$ cat config.mk
export PLATFORM = sky130hd
export DESIGN_NAME = pulse_sequencer
export DESIGN_NICKNAME = d
export VERILOG_FILES = /design/src/rtl/pulse_sequencer.sv
export SDC_FILE = /design/constraint.sdc
export NUM_CORES = 1
export LEC_CHECK = 0
export CAP_MARGIN = 10
export CORE_AREA = 2 2 83 85
export DETAILED_ROUTE_END_ITERATION = 8
export DIE_AREA = 0 0 85 87
export PLACE_DENSITY_LB_ADDON = 0.08
export SLEW_MARGIN = 5
export SYNTH_ARGS = -nofsm -noshare
export SYNTH_HDL_FRONTEND = slang
export SYNTH_SLANG_ARGS = --single-unit
$ cat constraint.sdc
create_clock -name clk_i -period 2.95 [get_ports clk_i]
set_clock_uncertainty 0.2 [all_clocks]
set_input_delay 0.4425 -clock clk_i [delete_from_list [all_inputs] [get_ports clk_i]]
set_output_delay 0.4425 -clock clk_i [all_outputs]
set_load 0.01 [all_outputs]
$ cat src/rtl/pulse_sequencer.sv
`default_nettype none
// ============================================================================
// pulse_sequencer : walks a shared pulse generator through a table of
//                   {period, pulse count} steps with a busy/done handshake.
// Revision 1.0 - initial release
// ============================================================================
module pulse_sequencer #(
    parameter int unsigned N       = 8,
    parameter int unsigned STEPS   = 4,
    parameter int unsigned C       = 4,
    parameter bit          LOOP_EN = 1'b0
) (
    input  logic                     clk_i,
    input  logic                     rst_ni,
    input  logic                     cfg_we_i,
    input  logic [$clog2(STEPS)-1:0] cfg_addr_i,
    input  logic [N-1:0]             cfg_ticks_i,
    input  logic [C-1:0]             cfg_count_i,
    input  logic                     start_i,
    input  logic                     abort_i,
    input  logic                     loop_i,
    input  logic                     gen_pulse_i,
    output logic                     gen_rst_o,
    output logic                     gen_ena_o,
    output logic [N-1:0]             gen_ticks_o,
    output logic                     out_o,
    output logic                     busy_o,
    output logic                     done_o,
    output logic [$clog2(STEPS)-1:0] step_o
);
    localparam int unsigned   AW        = $clog2(STEPS);
    localparam logic [AW-1:0] LAST_STEP = AW'(STEPS - 1);

    typedef enum logic [1:0] {
        S_IDLE = 2'd0,
        S_LOAD = 2'd1,
        S_RUN  = 2'd2,
        S_DONE = 2'd3
    } state_t;

    state_t        state_q, state_d;
    logic [AW-1:0] step_q, step_d;
    logic [C-1:0]  cnt_q, cnt_d;
    logic [C-1:0]  cnt_inc;
    logic [N-1:0]  ticks_q [STEPS];
    logic [C-1:0]  count_q [STEPS];
    logic [N-1:0]  gen_ticks_q;
    logic          gen_rst_q, gen_ena_q, busy_q, done_q;
    logic          cfg_open;

    assign cfg_open = (state_q == S_IDLE) || (state_q == S_DONE);

    always_ff @(posedge clk_i or negedge rst_ni) begin
        if (!rst_ni) begin
            for (int i = 0; i < int'(STEPS); i++) begin
                ticks_q[i] <= '0;
                count_q[i] <= '0;
            end
        end else if (cfg_we_i && cfg_open) begin
            ticks_q[cfg_addr_i] <= cfg_ticks_i;
            count_q[cfg_addr_i] <= cfg_count_i;
        end
    end

    always_comb begin
        state_d = state_q;
        step_d  = step_q;
        cnt_d   = cnt_q;
        cnt_inc = cnt_q + C'(1);
        case (state_q)
            S_IDLE: begin
                if (start_i) begin
                    state_d = S_LOAD;
                    step_d  = '0;
                    cnt_d   = '0;
                end
            end
            S_LOAD: begin
                cnt_d = '0;
                if (count_q[step_q] != '0) begin
                    state_d = S_RUN;
                end else if (step_q == LAST_STEP) begin
                    state_d = S_DONE;
                end else begin
                    step_d = step_q + AW'(1);
                end
            end
            S_RUN: begin
                if (gen_pulse_i) begin
                    cnt_d = cnt_inc;
                    if (cnt_inc == count_q[step_q]) begin
                        if (step_q == LAST_STEP) begin
                            state_d = S_DONE;
                        end else begin
                            state_d = S_LOAD;
                            step_d  = step_q + AW'(1);
                        end
                    end
                end
            end
            S_DONE: begin
                if (LOOP_EN && loop_i) begin
                    state_d = S_LOAD;
                    step_d  = '0;
                    cnt_d   = '0;
                end else begin
                    state_d = S_IDLE;
                end
            end
            default: state_d = S_IDLE;
        endcase
        // Abort overrides every transition above, including a step advance.
        if (abort_i) begin
            state_d = S_IDLE;
            step_d  = step_q;
            cnt_d   = cnt_q;
        end
    end

    always_ff @(posedge clk_i or negedge rst_ni) begin
        if (!rst_ni) begin
            state_q     <= S_IDLE;
            step_q      <= '0;
            cnt_q       <= '0;
            gen_ticks_q <= '0;
            gen_rst_q   <= 1'b1;
            gen_ena_q   <= 1'b0;
            busy_q      <= 1'b0;
            done_q      <= 1'b0;
        end else begin
            state_q   <= state_d;
            step_q    <= step_d;
            cnt_q     <= cnt_d;
            gen_rst_q <= (state_d != S_RUN);
            gen_ena_q <= (state_d == S_RUN);
            busy_q    <= (state_d == S_LOAD) || (state_d == S_RUN);
            done_q    <= (state_d == S_DONE);
            if (state_q == S_LOAD) begin
                gen_ticks_q <= ticks_q[step_q];
            end
        end
    end

    assign gen_rst_o   = gen_rst_q;
    assign gen_ena_o   = gen_ena_q;
    assign gen_ticks_o = gen_ticks_q;
    assign busy_o      = busy_q;
    assign done_o      = done_q;
    assign step_o      = step_q;
    assign out_o       = gen_pulse_i && (state_q == S_RUN) && !abort_i;

endmodule
`default_nettype wire

==> metrics.md <==
| Metric | Value |
|---|---|
| CP required | 2990 ps |
| Placeable core area | between 6000 and 7000 um2 |
| RSZ-0062 raised after global routing | true |
| Flop2flop setup slack | 50 ps |
| Yosys Warn Count | 0 |
| Final WL | just over 6000 um |
| Num CTS Buffers | 9 |
| PnR Total Power | about 4000 uW |
| Top delay family on crit path | simple AND/OR/NAND/NOR gates |
| Max-Cap Viols | 0 |
| Worst-path cell chain | buf_6 -> mux4_2 -> or4_4 -> o21bai_4 -> nor2_2 -> a2111o_1 -> ha_1 -> inv_1 |
| Status | complete, no violations |
| Port Buf Inserts | 34 |
| Clock transition at the registers of the reported paths | 80 ps |
| Post-synthesis sequential area ratio | 53.8% |
| Slew Limit Fails | 0 |
| Starting Density | a little under 50% |
| DRT Pass-1 Iters | 4 |
| N_diodes | 0 |
| Vias/cell | roughly 5.4 |
| CTS tree | done |
| Gpl congestion | between 0.7 and 0.8 |
| Most frequent cells in the layout | dfrtp_1, mux2_2, clkdlybuf4s50_1 |
| Row count | 30 |
| Top-level I/O count | 36 |
| NumNets Final | roughly 300 |
| Leading post-synthesis cells by cell area | dfrtp_1, mux2_2, mux4_2 |
| Final Setup Violations | 0 |
| Distinct cells, synth | 39 |
| Die Wd | 85 um |
| R2R depth | 8 |
| Die height | 87 um |
| Pwr Density | about 1000 nW/um2 |
| CP max stage delay | around 590 ps |
| Fin crit share | between 90% and 100% |
| Leakage power | about 0.0017 uW |
| Crit-path max FO | 4 |
| Sink Count | 68 |
| CTS max path bufs | 2 |
| Vias in the first global route | about 2000 |
| Tightest Pin Transition | around 550 ps |
| Min Hold Slack | approximately 300 ps |
| Syn avg cell area | 14.9 um2 |
| Synth Cell Area | about 3200 um2 |
| Via count | 1922 |
| Avg WL per Cell | 17.0 um |
| Fin. Hold Viols | 0 |
| CP Capture Type | flop |
| First-pass GRT wire length | 10300 um |
| Reg2reg end | busy_o |
| Post-route ant nets | 0 |
| Fraction of layout cells with a size suffix above 1 | around 43% |
| Largest net degree at the start of global routing | 26 |
| Hold crit path type | flop to flop |
| Tmin final | roughly 2900 ps |
| # H-tree levels | 3 |
| WP depth | 8 |
| Clk Tree Root Cell | clkbuf_8 |
| Crit path arrival time | between 2000 and 3000 ps |
| Antenna violations before repair | 0 |
| Total GRT Usage | a little under a fifth |
| Buf/Inv on CP | 2 |
| Synthesized flop and latch total | 68 |
| Yosys top cell area share | roughly 53% |
| Crit path launch | step_o[0] |
| VDD IR max | approximately 0.00044 V |
| WS Path Type | flop to flop |
| Dominant cell type by area after synthesis | dfrtp_1 |
| Syn Inst Count | between 200 and 250 |
| Fmax | 345 MHz |
| Detail Placement HPWL | a little over 4000 um |
| Clock latency on the worst-skew pair | 330 ps |
| DRC | 0 |
| Critical path's slowest cell | or4_4 |
| CP Capture Point | busy_o |
| Worst rel slew slack | 63.0% |
| Synthesized Nets | 242 |
| Layout area overhead | 25.2% |
| Die ar. | roughly 7400 um2 |
| R2r startpoint | step_o[0] |
| Worst Setup Start Kind | flop |
| Initial DRC Count | 68 |
| # fillers | around 530 |
| Commonest non-fill, non-tap cell in the layout | dfrtp_1 |
| Total grt overflow | 0 |
==> flip-flops by register name, indices dropped and copies added (netlist names) <==
| register | cells |
|---|---|
| step_o | 2 |
| gen_ena_o | 1 |
| done_o | 1 |
| count_q | 16 |
| gen_rst_o | 1 |
| state_q | 2 |
| cnt_q | 4 |
| busy_o | 1 |
| gen_ticks_o | 8 |
| ticks_q | 32 |
==> stage by stage <==
step           instances  instance area (um2)  TNS, ps  setup slack [ps]  utilization [%]
6_report             356                 3970        0              53.3             60.4
5_1_grt              356                 3970    -20.9             -11.1             60.4
4_1_cts              353                 3920        0              31.4             59.7
3_5_place_dp         336                 3720    -49.8             -49.8             56.6
3_3_place_gp         336                 3720    -31.1             -31.1             56.6
2_1_floorplan        212                 3170        0              48.6                -
==> timing repair <==
action,CTS,global route
gates cloned,0,0
pin swaps,0,3
endpoints found under the hold margin,21,0
hold buffers,1,0
setup endpoints to repair,1,2
gates resized for setup,1,5
setup buffers,0,3
==> power breakdown <==
group / switching, uW / total, uW / internal [uW]
Sequential: 227 / 1600 / 1370
Clock: 354 / 744 / 391
Combinational: 643 / 1670 / 1020
==> worst min-delay path by stage <==
stage                        endpoint  cells after the start   startpoint  slack, ps
after floorplan                busy_o                      0       rst_ni        -50
after global placement       cnt_q[3]                      1       rst_ni        260
after detailed placement     cnt_q[0]                      1       rst_ni        250
after CTS                  ticks_q[9]                      1   ticks_q[9]        310
after global routing      ticks_q[21]                      1  ticks_q[21]        320
final                      ticks_q[9]                      1   ticks_q[9]        310
==> cell families (layout without fill, tap and decap cells) <==
kind of cell    count (synthesis)  after routing  synth area share [%]
flops                          68             68                  53.8
buf+inv                        15             79                  2.02
simple gates                   27             27                  5.18
fa+ha+maj                       9              9                  3.56
compound gates                 17             17                  4.15
mux                            70             70                  29.2
xor+xnor                        6              6                  2.09
==> cell type report <==
type                       count  area, um2  share of cell area (%)
multi-input combinational    129       1440                    36.2
clock buffer                  10        128                    3.22
timing repair buffer          56        507                    12.8
tap                           80        100                    2.52
clock inverter                 6       63.8                    1.61
sequential                    68       1700                    43.0
inverter                       7       26.3                   0.662
==> layer usage <==
metal  global-route usage [%]  vias to the layer above  routed length, um
met5                        0                        -                  0
met4                     7.94                        0                133
met3                     4.08                       11                165
met2                     28.1                       36               2820
met1                     25.7                      972               2940
li1                         -                      903                  -
==> synth_stat cells <==
library cell / count
o21ai_2: 1
nor4bb_1: 2
or4_4: 1
nor4b_1: 1
nand3_1: 3
a221oi_2: 1
o2111ai_1: 1
nand4_1: 2
nand2b_1: 3
o211ai_1: 1
a21oi_1: 2
or3_1: 1
dfrtp_1: 67
clkbuf_1: 5
xnor2_1: 3
a2111oi_2: 1
and4_1: 1
buf_1: 2
mux2i_1: 1
mux2_2: 56
inv_1: 7
nor2_1: 3
nand2_1: 5
buf_6: 1
xor2_1: 2
mux2_4: 1
a2111o_1: 1
xnor3_1: 1
and3_1: 1
nand4b_1: 1
o21ai_0: 6
ha_1: 9
o31a_1: 1
nor3_1: 1
o21bai_2: 1
o21ai_1: 1
dfstp_2: 1
nor2b_1: 2
mux4_2: 12
==> worst register-to-register path: stages, from the launching register on <==
cell and delay [ps]:
dfrtp_2 400, buf_6 120, mux4_2 520, or4_4 590
o21bai_4 150, nor2_2 60, a2111o_1 430, ha_1 290
inv_1 40
Power figures use the tool's default switching activity.
